`config.mk`:
```
export PLATFORM = sky130hd
export DESIGN_NAME = mem_read_arbiter
export DESIGN_NICKNAME = d
export VERILOG_FILES = /design/src/rtl/mem_read_arbiter.sv
export SDC_FILE = /design/constraint.sdc
export NUM_CORES = 1
export LEC_CHECK = 0
export ABC_AREA = 1
export BUFFER_PORTS_ARGS = -buffer_cell sky130_fd_sc_hd__buf_2
export CORE_UTILIZATION = 39
export CTS_BUF_LIST = sky130_fd_sc_hd__clkbuf_8
export DETAILED_ROUTE_END_ITERATION = 8
export PLACE_DENSITY = 0.87
export RECOVER_POWER = 100
export SYNTH_ARGS = -nofsm -noshare
export SYNTH_HDL_FRONTEND = slang
export SYNTH_SLANG_ARGS = --single-unit
```
`constraint.sdc`:
```
create_clock -name clk -period 3.1 [get_ports clk]
set_input_delay 0.93 -clock clk [delete_from_list [all_inputs] [get_ports clk]]
set_output_delay 0.93 -clock clk [all_outputs]
set_load 0.05 [all_outputs]
```
`src/rtl/mem_read_arbiter.sv`:
```
// mem_read_arbiter
//
// Arbitrates two AXI4-Lite read masters onto one shared AXI4-Lite read slave.
// Only one read transaction is in flight at a time. A transaction moves
// through three states: IDLE (pick a winner and accept its AR), ADDR (present
// the latched address to the slave), and DATA (pass the slave R beat back to
// the owning master). When both masters request together, round-robin
// arbitration gives the grant to the master that was not granted last.
//
// Ports
//   clk, rst        : clock, asynchronous active-high reset
//   m_axi_ar*       : per-master read-address channels (bit/slice i = master i)
//   m_axi_r*        : per-master read-data channels (bit/slice i = master i)
//   s_axi_ar*       : read-address channel to the shared memory
//   s_axi_r*        : read-data channel from the shared memory
//   grant           : one-hot owner of the current transaction, 0 when idle
//   dbg_state       : current FSM state encoding (0 IDLE, 1 ADDR, 2 DATA)
//
// Handshake semantics: on every channel a beat transfers on a rising clk edge
// where valid and ready are both high. A valid, once raised, stays high with
// stable payload until it is accepted. Ready may depend combinationally on
// valid, but valid never depends on ready.
module mem_read_arbiter #(
    parameter int ADDR_W = 13,
    parameter int DATA_W = 32
) (
    input  logic                  clk,
    input  logic                  rst,
    input  logic [1:0]            m_axi_arvalid,
    output logic [1:0]            m_axi_arready,
    input  logic [2*ADDR_W-1:0]   m_axi_araddr,
    output logic [1:0]            m_axi_rvalid,
    input  logic [1:0]            m_axi_rready,
    output logic [2*DATA_W-1:0]   m_axi_rdata,
    output logic [3:0]            m_axi_rresp,
    output logic                  s_axi_arvalid,
    input  logic                  s_axi_arready,
    output logic [ADDR_W-1:0]     s_axi_araddr,
    output logic [2:0]            s_axi_arprot,
    input  logic                  s_axi_rvalid,
    output logic                  s_axi_rready,
    input  logic [DATA_W-1:0]     s_axi_rdata,
    input  logic [1:0]            s_axi_rresp,
    output logic [1:0]            grant,
    output logic [1:0]            dbg_state
);

    typedef enum logic [1:0] {
        ST_IDLE = 2'd0,
        ST_ADDR = 2'd1,
        ST_DATA = 2'd2
    } state_t;

    state_t              state_q,   state_d;
    logic [1:0]          owner_q,   owner_d;
    logic [ADDR_W-1:0]   addr_q,    addr_d;
    logic                arvalid_q, arvalid_d;
    // Index of the master that completed the most recent transaction.
    logic                last_q,    last_d;

    logic [1:0]          win_oh;
    logic                in_idle;
    logic                in_addr;
    logic                in_data;

    assign in_idle = (state_q == ST_IDLE);
    assign in_addr = (state_q == ST_ADDR);
    assign in_data = (state_q == ST_DATA);

    // Round-robin winner: a lone requester always wins; on a tie the master
    // that was not served last wins.
    always_comb begin
        win_oh = 2'b00;
        case (m_axi_arvalid)
            2'b01:   win_oh = 2'b01;
            2'b10:   win_oh = 2'b10;
            2'b11:   win_oh = last_q ? 2'b01 : 2'b10;
            default: win_oh = 2'b00;
        endcase
    end

    // Next-state logic.
    always_comb begin
        state_d   = state_q;
        owner_d   = owner_q;
        addr_d    = addr_q;
        arvalid_d = arvalid_q;
        last_d    = last_q;
        case (state_q)
            ST_IDLE: begin
                if (|m_axi_arvalid) begin
                    owner_d   = win_oh;
                    addr_d    = win_oh[1] ? m_axi_araddr[ADDR_W +: ADDR_W]
                                          : m_axi_araddr[0 +: ADDR_W];
                    arvalid_d = 1'b1;
                    state_d   = ST_ADDR;
                end
            end
            ST_ADDR: begin
                if (s_axi_arready) begin
                    arvalid_d = 1'b0;
                    state_d   = ST_DATA;
                end
            end
            ST_DATA: begin
                // The round-robin pointer moves only when the R beat completes.
                if (s_axi_rvalid && s_axi_rready) begin
                    last_d  = owner_q[1];
                    owner_d = 2'b00;
                    state_d = ST_IDLE;
                end
            end
            default: begin
                // Unused encoding: recover to IDLE with everything cleared.
                owner_d   = 2'b00;
                arvalid_d = 1'b0;
                state_d   = ST_IDLE;
            end
        endcase
    end

    always_ff @(posedge clk or posedge rst) begin
        if (rst) begin
            state_q   <= ST_IDLE;
            owner_q   <= 2'b00;
            addr_q    <= '0;
            arvalid_q <= 1'b0;
            last_q    <= 1'b1;
        end else begin
            state_q   <= state_d;
            owner_q   <= owner_d;
            addr_q    <= addr_d;
            arvalid_q <= arvalid_d;
            last_q    <= last_d;
        end
    end

    // Slave AR outputs come straight from flops, so master AR inputs never
    // reach them combinationally.
    assign s_axi_arvalid = arvalid_q & in_addr;
    assign s_axi_araddr  = addr_q;
    assign s_axi_arprot  = 3'b000;
    assign grant         = (in_addr || in_data) ? owner_q : 2'b00;
    assign dbg_state     = state_q;

    // Master-facing handshakes and the R-channel passthrough. arready is
    // gated by rst because the idle-state acceptance path is combinational.
    always_comb begin
        m_axi_arready = 2'b00;
        m_axi_rvalid  = 2'b00;
        m_axi_rdata   = '0;
        m_axi_rresp   = 4'b0000;
        s_axi_rready  = 1'b0;
        if (in_idle && !rst) begin
            m_axi_arready = win_oh;
        end
        if (in_data) begin
            m_axi_rvalid = owner_q & {2{s_axi_rvalid}};
            s_axi_rready = |(owner_q & m_axi_rready);
            for (int i = 0; i < 2; i++) begin
                if (owner_q[i]) begin
                    m_axi_rdata[i*DATA_W +: DATA_W] = s_axi_rdata;
                    m_axi_rresp[2*i +: 2]           = s_axi_rresp;
                end
            end
        end
    end

endmodule
```
==> results_dict.tcl, run 1 <==
set metrics [dict create \
    clk_pin_slew_ns 0.06 \
    via_count 2055 \
    nets 487 \
    clockBufferDepth 2 \
    drv_cap 0 \
    clk_latency_ns 0.25 \
    final_cell_count_no_fill 462 \
    hpwlAfterDp_um 4000 \
    fin_area_sq_um 2360 \
    cts_buffers 3 \
    core-area_sq_um 3720 \
    grt.overflow.total 0 \
    dp_slack_ns 0.341 \
    cts.repair.resized 0 \
    setup_viol 0 \
    root_buffer "clkbuf_8" \
    viasPerCell 4.45 \
    tightest_slew_ns 1.12 \
    avgSynthCellArea_sq_um 5.98 \
    drive_gt1_frac 0.370 \
    placed_cell_area_sq_um 2370 \
    ant_nets 0 \
    end_kind "output port" \
    ctsHoldBuffers 0 \
    tns_ns 0 \
    outcome "finished clean" \
    crit_fanout 7 \
    whs_ns 0.496 \
    ys_seq_area_frac 0.309 \
    cts_setup_buffers 0 \
    cts_tree "built" \
    post_drt_wl_per_cell_um 10.4 \
    drc 0 \
    netlist-cell-type-count 25 \
    synth_seq_cells 19 \
    gp_routability_congestion 0.850 \
    fp.dieH_um 64.9 \
    drt-initial-drc-count 73 \
    grt_max_degree 36 \
    fin_crit_ns 2.77 \
    fmax_mhz 360 \
    first_global_vias 1711 \
    slew_headroom 0.250 \
    startpoint_type "input pin" \
    yosys-top-cells-area "dfrtp_1 (29%), nor2_1 (20%), inv_1 (14%)" \
    area_growth_pct 53.3 \
    finClkSkew_ns 0.00465 \
    antenna_cells 0 \
    routed_wl_um 4820 \
    htree_levels 1 \
    grt_pass1_wl_um 7490 \
    die_w_um 64.9 \
    finalCritPeriodShare 0.895 \
    drt_pass1_iterations 4 \
    num_io_pins 162 \
    leakage_nw 1.65 \
    cp_cell_sequence "buf_2 > a21oi_2 > and2_1 > inv_2 > nor2_1 > clkbuf_2" \
    yosysWarnings 0 \
    cpPeakStageDelay_ns 0.28 \
    cp.required_ns 2.17 \
    rsz0062_at_grt "false" \
    synth_top_area_cell "dfrtp_1" \
    final_common_cell "buf_2" \
    dp.cells 458 \
    synthCells 258 \
    antenna_found_initial 0 \
    path_class "input pin to output port" \
    io_buffers 158 \
    die_area_sq_um 4210 \
    fp-row-count 22 \
    max-vdd-ir-drop_v 0.000722 \
    final-hold-violation-count 0 \
    hp-class "flip-flop to flip-flop" \
    syn_area_sq_um 1540 \
    timing.final.ws_setup_ns 0.325 \
    layout_common_cells "buf_2 (123), nor2_1 (86), inv_1 (59), nand2_1 (39), clkbuf_1 (20)" \
    powerDensity_nw_per_um2 799 \
    synth_top_area_frac 0.292 \
    final_max_slew_viol_count 0 \
    start_util 0.415 \
    clock_sinks 19 \
    grtUsageTotal 0.224 \
    critPathSlowestCell "clkbuf_2" \
    arrival_ns 1.84 \
]
registers in the layout (all words and copies together) (netlist names):
name          flops
last_q            1
arvalid_q         1
owner_q           2
dbg_state         2
s_axi_araddr     13
synthesized netlist by cell type:
master    count
a21oi_1       1
a21oi_2       1
and2_1        1
buf_4         4
buf_6         1
clkbuf_1      7
conb_1        1
dfrtp_1      18
dfstp_2       1
ha_1          4
inv_1        57
inv_2         3
nand2_1      39
nand2_2       1
nand3_1       4
nand4_1       4
nor2_1       84
nor2_4        1
nor2_8        1
nor3_1        1
o211ai_1      7
o21ai_0       9
o21ai_2       1
o22ai_1       6
or2_2         1
logic make-up after synthesis:
group                    share of synthesized area
AND/OR/NAND/NOR                              0.364
buffers and inverters                        0.190
AO/OA/AOI/OAI                                0.102
flip-flops                                   0.309
adder cells (fa/ha/maj)                     0.0324
other                                      0.00243
worst max-delay path, delay by kind of cell:
kind / cells / cell delay, ns
simple gates: 2 / 0.27
buf+inv: 3 / 0.48
compound gates: 1 / 0.17
per-layer routing:
layer | share of wire | track usage | wire, um | up-vias
li1 | - | - | - | 1064
met1 | 0.42 | 0.268 | 2030 | 914
met2 | 0.50 | 0.401 | 2430 | 71
met3 | 0.059 | 0.0475 | 284 | 6
met4 | 0.016 | 0.0583 | 75 | 0
met5 | 0 | 0 | 0 | -
final timing paths:
kind,startpoint,endpoint,slack [ns],depth (start not counted)
max,m_axi_arvalid[0],m_axi_arready[1],0.33,6
min reg2reg,arvalid_q,arvalid_q,0.50,2
max reg2reg,dbg_state[1],s_axi_araddr[8],0.76,7
min,arvalid_q,arvalid_q,0.50,2
max in group asynchronous,rst,s_axi_araddr[8],1.86,2
min in group asynchronous,rst,s_axi_araddr[5],0.80,2
power by group:
| group | switching, mW | internal [mW] | leakage (nW) | total, mW |
|---|---|---|---|---|
| clock network | 0.0760 | 0.0879 | 0.0269 | 0.164 |
| registers | 0.0779 | 0.369 | 0.228 | 0.447 |
| logic | 1.01 | 0.273 | 1.39 | 1.28 |
metrics by stage:
step	util	power, mW
after floorplan	-	1.48
after global placement	0.637	1.76
after CTS	0.649	1.95
after detailed placement	0.637	1.78
final	0.636	1.89
after global routing	0.636	2.01
layout make-up:
type,count,area (sq um)
Clock buffer,3,41.3
Sequential cell,19,477
Fill cell,381,1350
Inverter,60,225
Multi-Input combinational cell,169,762
Timing Repair Buffer,162,796
Clock inverter,1,3.75
Tap cell,48,60.1
(Power assumes the default switching activity.)
==> run 2, diff against run 1 <==
--- a/config.mk
+++ b/config.mk
@@ -11,7 +11,6 @@
 export CTS_BUF_LIST = sky130_fd_sc_hd__clkbuf_8
 export DETAILED_ROUTE_END_ITERATION = 8
 export PLACE_DENSITY = 0.87
-export RECOVER_POWER = 100
 export SYNTH_ARGS = -nofsm -noshare
 export SYNTH_HDL_FRONTEND = slang
 export SYNTH_SLANG_ARGS = --single-unit
==> results_dict.tcl, run 2 (same netlist as run 1, synthesis figures left out) <==
set metrics [dict create \
    clk_pin_slew_ns 0.06 \
    clk_latency_ns 0.25 \
    ant_nets 0 \
    cp_cell_sequence "buf_2 > a21oi_2 > and2_1 > inv_2 > nor2_1 > buf_2" \
    core-area_sq_um 3720 \
    die_area_sq_um 4210 \
    critical_path.top_delay_family "buffers and inverters" \
    crit_top_cell "buf_2" \
    final_common_cell "buf_2" \
    startpoint_type "input pin" \
    fp.dieH_um 64.9 \
    clockBufferDepth 2 \
    cts_tree "built" \
    cpPeakStageDelay_ns 0.26 \
    grt.overflow.total 0 \
    grtUsageTotal 0.224 \
    startpoint "m_axi_arvalid[0]" \
    antenna_found_initial 0 \
    root_buffer "clkbuf_8" \
    crit_fanout 7 \
    tightest_slew_ns 0.693 \
    first_global_vias 1711 \
    drive_gt1_frac 0.425 \
    start_util 0.415 \
    leakage_nw 1.73 \
    drc 0 \
    critPathSlowestCell "buf_2" \
    grt_pass1_wl_um 7490 \
    fin_area_sq_um 2410 \
    whs_ns 0.496 \
    num_io_pins 162 \
    io_buffers 158 \
    reg2reg_depth 7 \
    antenna_cells 0 \
    routed_wl_um 4830 \
    drv_cap 0 \
    nets 487 \
    rsz0062_at_grt "false" \
    slew_headroom 0.537 \
    hp-class "flip-flop to flip-flop" \
    whs_path_depth 2 \
    post-route-util 0.649 \
    path_class "input pin to output port" \
    ctsHoldBuffers 0 \
    fillCellCount 367 \
    cts_setup_buffers 0 \
    clock_sinks 19 \
    path_depth 6 \
    cts.repair.resized 0 \
    final_max_slew_viol_count 0 \
    setup_viol 0 \
    r2r-start "dbg_state[1]" \
    fp-row-count 22 \
    post_drt_wl_per_cell_um 10.5 \
    max-vdd-ir-drop_v 0.000735 \
    outcome "finished clean" \
    grt_max_degree 36 \
    largest_reg_flops 13 \
    drt_pass1_iterations 4 \
    end_kind "output port" \
    finClkSkew_ns 0.00555 \
    via_count 2048 \
    fmax_mhz 360 \
    drt-initial-drc-count 77 \
    powerDensity_nw_per_um2 804 \
    hpwlAfterDp_um 4000 \
    die_w_um 64.9 \
    finalCritPeriodShare 0.895 \
    tns_ns 0 \
    final-hold-violation-count 0 \
    cp.required_ns 2.17 \
    layout_common_cells "buf_2 (158), nor2_1 (84), inv_1 (58), nand2_1 (39), dfrtp_1 (18)" \
    viasPerCell 4.43 \
    gp_routability_congestion 0.850 \
    arrival_ns 1.84 \
    fin_crit_ns 2.77 \
    placed_cell_area_sq_um 2370 \
    area_growth_pct 56.4 \
    htree_levels 1 \
    hold_start "arvalid_q" \
    final_cell_count_no_fill 462 \
    cts_buffers 3 \
    path_buf_inv 3 \
    dp.cells 458 \
]
==> run 2: cell types whose count changed in the layout (fill, tap and decap cells not counted) <==
cell / delta
buf_2: +35
clkbuf_1: -20
clkbuf_2: -15
nor2_1: -2
inv_1: -1
inv_2: +1
nor2_4: +1
nor2_8: +1
==> run 2: worst paths after layout <==
kind | to | slack [ns]
max | m_axi_arready[1] | 0.33
min | arvalid_q | 0.50
max reg2reg | s_axi_araddr[8] | 1.50
min reg2reg | arvalid_q | 0.50
max in group asynchronous | s_axi_araddr[8] | 1.85
min in group asynchronous | s_axi_araddr[5] | 0.80
==> run 2: worst reg2reg max path: cells and delay by family, from the launching register on <==
family | cells | cell delay [ns]
flip-flops | 1 | 0.41
buffers and inverters | 2 | 0.27
AO/OA/AOI/OAI | 1 | 0.13
adder cells (fa/ha/maj) | 1 | 0.26
AND/OR/NAND/NOR | 3 | 0.42
==> run 2: per-stage QoR <==
step	worst slack, ns	power, mW
2_1_floorplan	0.167	1.48
3_3_place_gp	0.341	1.76
3_5_place_dp	0.341	1.78
4_1_cts	0.334	1.95
5_1_grt	0.289	2.06
6_report	0.326	1.94
==> run 2: metal layers <==
layer | global-route usage | vias to the layer above | wire length (um)
met2 | 0.401 | 75 | 2450
met3 | 0.0475 | 4 | 309
li1 | - | 1065 | -
met5 | 0 | - | 0
met1 | 0.268 | 904 | 2020
met4 | 0.0583 | 0 | 58
==> run 2: power by group <==
group          internal, mW  total [mW]  switching, mW
sequential            0.369       0.444         0.0750
clock                0.0879       0.164         0.0762
combinational         0.316        1.33           1.02
==> run 2: final cells by class <==
class | instances | area [sq um] | area share
clock buffer | 3 | 41.3 | 0.0171
clock inverter | 1 | 3.75 | 0.00156
inverter | 60 | 225 | 0.0933
multi-input combinational | 169 | 786 | 0.326
sequential | 19 | 477 | 0.198
tap | 48 | 60.1 | 0.0249
timing repair buffer | 162 | 821 | 0.340
